### src/rtl/axi_wdata_streamer.sv
// AXI4 W-channel streamer: pops pre-aligned words from the writer FIFO and issues W beats with
// per-beat strobes and WLAST at burst boundaries (max-length and 4KB splits).
module axi_wdata_streamer #(
    parameter int unsigned ADDR_WIDTH    = 32,
    parameter int unsigned DATA_WIDTH    = 128,
    parameter int unsigned BTT_WIDTH     = 20,
    parameter int unsigned MAX_BURST_LEN = 16
) (
    input  logic                    i_clk,
    input  logic                    i_rst,
    input  logic                    i_start,
    input  logic [ADDR_WIDTH-1:0]   i_write_start_addr,
    input  logic [BTT_WIDTH-1:0]    i_btt,
    output logic                    o_busy,
    output logic                    o_done,
    output logic                    o_fifo_read,
    input  logic [DATA_WIDTH-1:0]   i_fifo_data,
    input  logic                    i_fifo_empty,
    output logic                    o_wvalid,
    input  logic                    i_wready,
    output logic [DATA_WIDTH-1:0]   o_wdata,
    output logic [DATA_WIDTH/8-1:0] o_wstrb,
    output logic                    o_wlast
);

    localparam int unsigned BYTES      = DATA_WIDTH / 8;
    localparam int unsigned OFF_BITS   = $clog2(BYTES);
    localparam int unsigned CW         = BTT_WIDTH + 1;
    localparam int unsigned PAGE_BEATS = 4096 / BYTES;

    localparam logic [1:0] IDLE = 2'd0;
    localparam logic [1:0] RUN  = 2'd1;
    localparam logic [1:0] DONE = 2'd2;

    localparam logic [BYTES-1:0] ONES = '1;

    logic [1:0]            state;
    logic [OFF_BITS-1:0]   off_q;
    logic [OFF_BITS-1:0]   end_off_q;
    logic [CW-1:0]         total_beats;
    logic [CW-1:0]         pops_left;
    logic [CW-1:0]         sends_left;
    logic [CW-1:0]         burst_rem;
    logic [ADDR_WIDTH-1:0] beat_addr;

    logic [CW-1:0]         start_sum;
    logic [CW-1:0]         start_beats;
    logic [12:0]           page_left;
    logic [CW-1:0]         new_len;
    logic [CW-1:0]         burst_len;
    logic                  w_hs;
    logic                  is_first;
    logic                  is_last;
    logic [BYTES-1:0]      first_mask;
    logic [BYTES-1:0]      last_mask;
    logic [BYTES-1:0]      beat_strb;

    assign start_sum   = CW'(i_write_start_addr[OFF_BITS-1:0]) + CW'(i_btt);
    assign start_beats = (start_sum + CW'(BYTES - 1)) >> OFF_BITS;

    assign w_hs        = o_wvalid & i_wready;
    assign o_fifo_read = (state == RUN) & ~i_fifo_empty & (pops_left != '0) &
                         (~o_wvalid | i_wready);
    assign o_busy      = (state != IDLE);
    assign o_done      = (state == DONE);

    // Beats left before the next 4KB page, counted from the current aligned beat address.
    assign page_left = 13'(PAGE_BEATS) - 13'(beat_addr[11:OFF_BITS]);

    always_comb begin
        new_len = CW'(MAX_BURST_LEN);
        if (pops_left < new_len) new_len = pops_left;
        if (CW'(page_left) < new_len) new_len = CW'(page_left);
    end

    // burst_rem == 0 means the beat about to pop opens a new burst.
    assign burst_len = (burst_rem == '0) ? new_len : burst_rem;

    assign is_first   = (pops_left == total_beats);
    assign is_last    = (pops_left == CW'(1));
    assign first_mask = ONES << off_q;
    assign last_mask  = (end_off_q == '0) ? ONES : ~(ONES << end_off_q);
    assign beat_strb  = (is_first ? first_mask : ONES) & (is_last ? last_mask : ONES);

    always_ff @(posedge i_clk) begin
        if (i_rst) begin
            state       <= IDLE;
            off_q       <= '0;
            end_off_q   <= '0;
            total_beats <= '0;
            pops_left   <= '0;
            sends_left  <= '0;
            burst_rem   <= '0;
            beat_addr   <= '0;
            o_wvalid    <= 1'b0;
            o_wdata     <= '0;
            o_wstrb     <= '0;
            o_wlast     <= 1'b0;
        end else begin
            case (state)
                IDLE: begin
                    if (i_start) begin
                        off_q       <= i_write_start_addr[OFF_BITS-1:0];
                        end_off_q   <= start_sum[OFF_BITS-1:0];
                        total_beats <= start_beats;
                        pops_left   <= start_beats;
                        sends_left  <= start_beats;
                        burst_rem   <= '0;
                        beat_addr   <= {i_write_start_addr[ADDR_WIDTH-1:OFF_BITS],
                                        {OFF_BITS{1'b0}}};
                        state       <= (i_btt == '0) ? DONE : RUN;
                    end
                end
                RUN: begin
                    if (w_hs && sends_left == CW'(1)) state <= DONE;
                end
                DONE:    state <= IDLE;
                default: state <= IDLE;
            endcase

            if (w_hs) sends_left <= sends_left - CW'(1);

            if (o_fifo_read) begin
                pops_left <= pops_left - CW'(1);
                beat_addr <= beat_addr + ADDR_WIDTH'(BYTES);
                burst_rem <= burst_len - CW'(1);
                o_wvalid  <= 1'b1;
                o_wdata   <= i_fifo_data;
                o_wstrb   <= beat_strb;
                o_wlast   <= (burst_len == CW'(1));
            end else if (w_hs) begin
                o_wvalid  <= 1'b0;
            end
        end
    end

endmodule
### config.mk
export PLATFORM = sky130hd
export DESIGN_NAME = axi_wdata_streamer
export DESIGN_NICKNAME = d
export VERILOG_FILES = /design/src/rtl/axi_wdata_streamer.sv
export SDC_FILE = /design/constraint.sdc
export NUM_CORES = 1
export LEC_CHECK = 0
export ABC_AREA = 1
export BUFFER_PORTS_ARGS = -buffer_cell sky130_fd_sc_hd__buf_4
export CAP_MARGIN = 40
export CORE_UTILIZATION = 53
export DETAILED_ROUTE_END_ITERATION = 12
export GPL_ROUTABILITY_DRIVEN = 0
export HOLD_SLACK_MARGIN = 0.05
export PLACE_DENSITY = 0.8
export SKIP_CTS_REPAIR_TIMING = 1
export SKIP_LAST_GASP = 1
export SLEW_MARGIN = 5
export SYNTH_ARGS = -nofsm -noshare
export SYNTH_HDL_FRONTEND = slang
export SYNTH_SLANG_ARGS = --single-unit
export TNS_END_PERCENT = 50
### constraint.sdc
create_clock -name i_clk -period 4.1 [get_ports i_clk]
set_input_delay 0.82 -clock i_clk [delete_from_list [all_inputs] [get_ports i_clk]]
set_output_delay 0.82 -clock i_clk [all_outputs]
set_load 0.005 [all_outputs]
---- After elaboration in Yosys (flattened, before gate mapping) ----
Cells that the tools add are included.
word-level totals
  logic and storage cells ................. 78
  output and inout port bits .............. 149
  flip-flop bits (word level) ............. 268
  input bits .............................. 185
operators by class
  add/sub/neg operators ................... 7
  mux-type cells .......................... 22
  reductions and logical operators ........ 16
  shift-type cells ........................ 2
  bitwise operators ....................... 9
  magnitude comparators ................... 2
  equality and inequality tests ........... 8
operators by type and width
  cell                                                  count
  2-to-1 mux 21 bit                                     10
  2-to-1 mux 32 bit                                     3
  equality test 21 x 1 -> 1 bit, second input constant  3
  subtractor 21 x 1 -> 21 bit, second input constant    3
  2-to-1 mux 16 bit                                     3
  adder 32 x 5 -> 32 bit, second input constant         1
  left shift 16 x 4 -> 16 bit, first input constant     2
  adder 21 x 4 -> 21 bit, second input constant         1
  adder 4 x 20 -> 21 bit                                1
  equality test 21 x 17 -> 1 bit                        1
  logical NOT 21 bit                                    1
  < comparator 13 x 21 -> 1 bit                         1
  < comparator 21 x 5 -> 1 bit, second input constant   1
  nonzero test 21 bit                                   1
  logical NOT 20 bit                                    1
  AND 16 bit                                            1
  NOT 16 bit                                            1
  nonzero test 2 bit                                    6
  subtractor 9 x 8 -> 10 bit, first input constant      1
  AND reduction 2 bit                                   4
  2-to-1 mux 2 bit                                      3
  AND 1 bit                                             4
  logical NOT 4 bit                                     1
  case mux 2 bit (2 select lines)                       1
  other kinds (9)                                       11

---- Depth between registers and ports, before layout ----
  depth after elaboration ................. 7
  depth in mapped cells ................... 25
  depth with buffers taken out ............ 25

---- Worst setup path before layout ----
Ideal clock, no wire load.
  kind .................................... reg-to-reg
  start ................................... register beat_addr[4]
  end ..................................... register burst_rem[12]
  buffers on the path ..................... 1
  data arrival time ....................... 3.297 ns
  period minus slack after synthesis ...... 3.367 ns
  setup time .............................. 0.070 ns
  stages on the path, launching flop included .. 23
  path slack .............................. 0.733 ns
  data required time ...................... 4.030 ns
  path through ............................ dfxtp_1 > inv_1 > ha_1 > nand2_1 > nor3_1 > nand2_1 > nor2_1 > inv_1 > nor2_1 > ha_1 > nand2_1 > nor2_1 > a211oi_1 > clkbuf_1 > nand4_1 > nand3_2 > ha_1 > nand3_1 > nor2_2 > nand2_1 > o21ai_0 > nand3_1 > a21oi_1
between the ends
  word-level cells in the longest chain between the ends .. 6
ends and longest elaborated chain
  element                        RTL line  RTL
  from (decl)                    44        logic [ADDR_WIDTH-1:0] beat_addr;
  from (signal assigned)         109       beat_addr <= {i_write_start_addr[ADDR_WIDTH-1:OFF_BITS],
  from (signal assigned)         125       beat_addr <= beat_addr + ADDR_WIDTH'(BYTES);
  subtractor 9 x 8 -> 10 bit *   68        assign page_left = 13'(PAGE_BEATS) - 13'(beat_addr[11:OFF_BITS]);
  < comparator 13 x 21 -> 1 bit  73        if (CW'(page_left) < new_len) new_len = CW'(page_left);
  2-to-1 mux 21 bit *            73
  2-to-1 mux 21 bit *            77        assign burst_len = (burst_rem == '0) ? new_len : burst_rem;
  subtractor 21 x 1 -> 21 bit *  126       burst_rem <= burst_len - CW'(1);
  2-to-1 mux 21 bit *            123       if (o_fifo_read) begin
  to (signal assigned)           126
  to (decl)                      43        logic [CW-1:0] burst_rem;
Mark *: on every way between the ends. The rest lies on a longest branch, timed or not.
A chain may end at the register's enable or synchronous reset.

---- Final worst setup path ----
Ends and elaborated chain as after synthesis.

==> metrics.txt <==
ANT nets after route 0; Synth Flop Type dfxtp_1; Area growth, synth to finish 27.4%; Pleak 7.10 nW; fmax 0.272 GHz; Synth Register Bits 244; top-count cell post-synth nand2_1; depth of the CTS H-tree 1; number of global-route vias before repair 12102; P_int 0.00489 W; num rows 55; total global routing overflow 0; Design Area, Final 15900 µm²; Core Area 22800 µm²; gate count of the mapped netlist 1840; top area cells in the synthesized netlist dfxtp_1, nand2_1, a21oi_1; Root Buffer clkbuf_16; post-layout util 0.695; WL per Instance 16.0 µm; TritonCTS Sinks 244; Switching Share 0.379; worst hold path type flip-flop to flip-flop; area leader, netlist dfxtp_1; synthesized area 12500 µm²; RSZ-0062 raised after global routing false; router iterations before antenna repair 5; final setup TNS 0 ps; nets@finish 2326; Die X 155 µm; Worst Setup Start Kind flip-flop; critical path fanouts, max 7; Yosys cell types 56; Hold Fails Final Rpt 0; Async SR Flop Fraction 0; Layout Cells excl Fill 2452; critical path required time 4570 ps; power share of the clock group 0.296; worst-skew pair later-pin latency 540 ps; r2r startpoint beat_addr[4]; Via Count 13143; Max IR drop VDD 0.424 mV; Pwr Total 0.00787 W; largest net degree at the start of global routing 97; fill cell count 1983; syn avg cell area 6.77 µm²; Initial Utilization 0.546; crit end category flip-flop; CTS Buf Count 26; Final Max Tran Viols 0; overall routed net length 39100 µm; Least-Margin Pin Slew 890 ps; Max Buffers Root-to-Sink 3; die area 24100 µm²; DP Cell Count 2403; share of the synthesized area in the top cell type 0.392; Worst-path clk slew 60 ps; initial antenna violation count 1; crit path DAT 4150 ps; number of remaining DRC errors 0; Max-Cap Viols 0; Seq/Total Area, Yosys 0.392; EDFF count, synth 0; # setup viols final 0; CTS tree built; top cells by count, synth nand2_1, dfxtp_1, a21oi_1; Pwr per Cell Area 496 nW/µm²; # IOs 334; first-pass GRT wire length 61700 µm; Worst Skew 15.4 ps; number of I/O port buffers 313; Avg Vias per Cell 5.36; Die Ht 155 µm; combinational fraction of design power 0.364; Synth Warn # 0; Initial DRC Count 945; Final period util 0.898; CP Launch Point beat_addr[4]; P_sw 0.00298 W; status complete, no violations; detailed placement HPWL 28700 µm; min Tclk post-route 3680 ps; Relative slew margins 0.407; DP Area 15000 µm²; start point of the worst hold path o_wdata[97]; sequential share of power 0.341; fraction of layout cells with a size suffix above 1 0.211; GRT Overall Usage 0.318; Crit Path Class flip-flop to flip-flop
==> kinds of logic after synthesis <==
family          share of synthesized area
compound gates                      0.154
xor+xnor                           0.0182
fa+ha+maj                          0.0227
buf+inv                            0.0844
flops                               0.392
other cells                      0.000301
simple gates                        0.328
==> cell type report <==
type | count | area [µm²] | share of cell area
flip-flops and latches | 244 | 4880 | 0.308
repair buffers | 326 | 2480 | 0.156
well taps | 313 | 392 | 0.0247
multi-input cells | 1330 | 6560 | 0.413
inverters | 191 | 719 | 0.0453
diodes | 1 | 2.50 | 0.000158
clock buffers | 41 | 767 | 0.0483
clock inverters | 6 | 73.8 | 0.00465
==> worst max-delay path: stages, from the launching register on <==
cell and delay, ps:
dfxtp_1 360, nor3_1 380, nand3_1 150, nor2_1 140, xor2_1 280, ha_1 290, nand2_1 80, nor2_1 60
a211oi_2 330, nand2_2 150, nand2_2 90, nor2_1 50, nor2_2 200, ha_1 280, nand3_1 140, nor2_4 170
nand2_1 90, o21ai_0 160, nand3_1 90, a21oi_1 130
==> cell usage in the layout (no fill, tap or decap), types with 8 or more instances in the layout <==
cell       synthesis  layout
or2_2             10      10
nand2_2           10      10
xnor2_1            8       8
nor3_1            26      26
nand3_1           99      99
inv_1            174     174
nand2_1          540     540
a31oi_1           12      12
dfxtp_1          244     244
clkbuf_16          0      26
ha_1              21      21
xor2_1            16      16
inv_2             15      14
o211ai_1          10      10
nand3_2            9       8
nor2_2            16      15
a21oi_1          229     229
buf_4              1     323
nor2_1           141     141
o21ai_0           67      67
nor4_1            14      14
clkbuf_1          44       9
nand4_1           36      36
==> registers in the layout, indices dropped and copies added (netlist names) <==
| name | flops |
|---|---|
| sends_left | 21 |
| pops_left | 21 |
| total_beats | 17 |
| o_wlast | 1 |
| end_off_q | 4 |
| off_q | 4 |
| beat_addr | 8 |
| o_wdata | 128 |
| burst_rem | 21 |
| state | 2 |
| o_wstrb | 16 |
| o_wvalid | 1 |
==> per-layer routing <==
layer | GRT usage | routed length [µm]
met3 | 0.0716 | 3090
met4 | 0.116 | 1310
met1 | 0.387 | 15300
met5 | 0 | 13
met2 | 0.548 | 19400
==> power groups by stage <==
stage / clock network, W / logic, W / registers [W]
after floorplan: 0 / 0.00208 / 0.00270
after global placement: 0 / 0.00271 / 0.00272
after detailed placement: 0 / 0.00279 / 0.00273
after CTS: 0.00236 / 0.00281 / 0.00268
after global routing: 0.00245 / 0.00319 / 0.00270
final: 0.00233 / 0.00286 / 0.00268
==> worst paths after layout <==
path                        end  slack (ps)  cells after the start
setup / recovery  burst_rem[12]         420                     19
hold / removal      o_wdata[97]         460                      2
setup reg to reg  burst_rem[12]         420                     19
hold reg to reg     o_wdata[97]         460                      2
==> metrics by stage <==
stage / setup slack [ps] / hold WS [ps]
finish: 419 / 464
global route: 67.2 / 479
CTS: 220 / 464
detailed placement: 232 / 455
global placement: 384 / 443
floorplan: 733 / 425
Note: power is estimated with default switching activity, not from simulation.
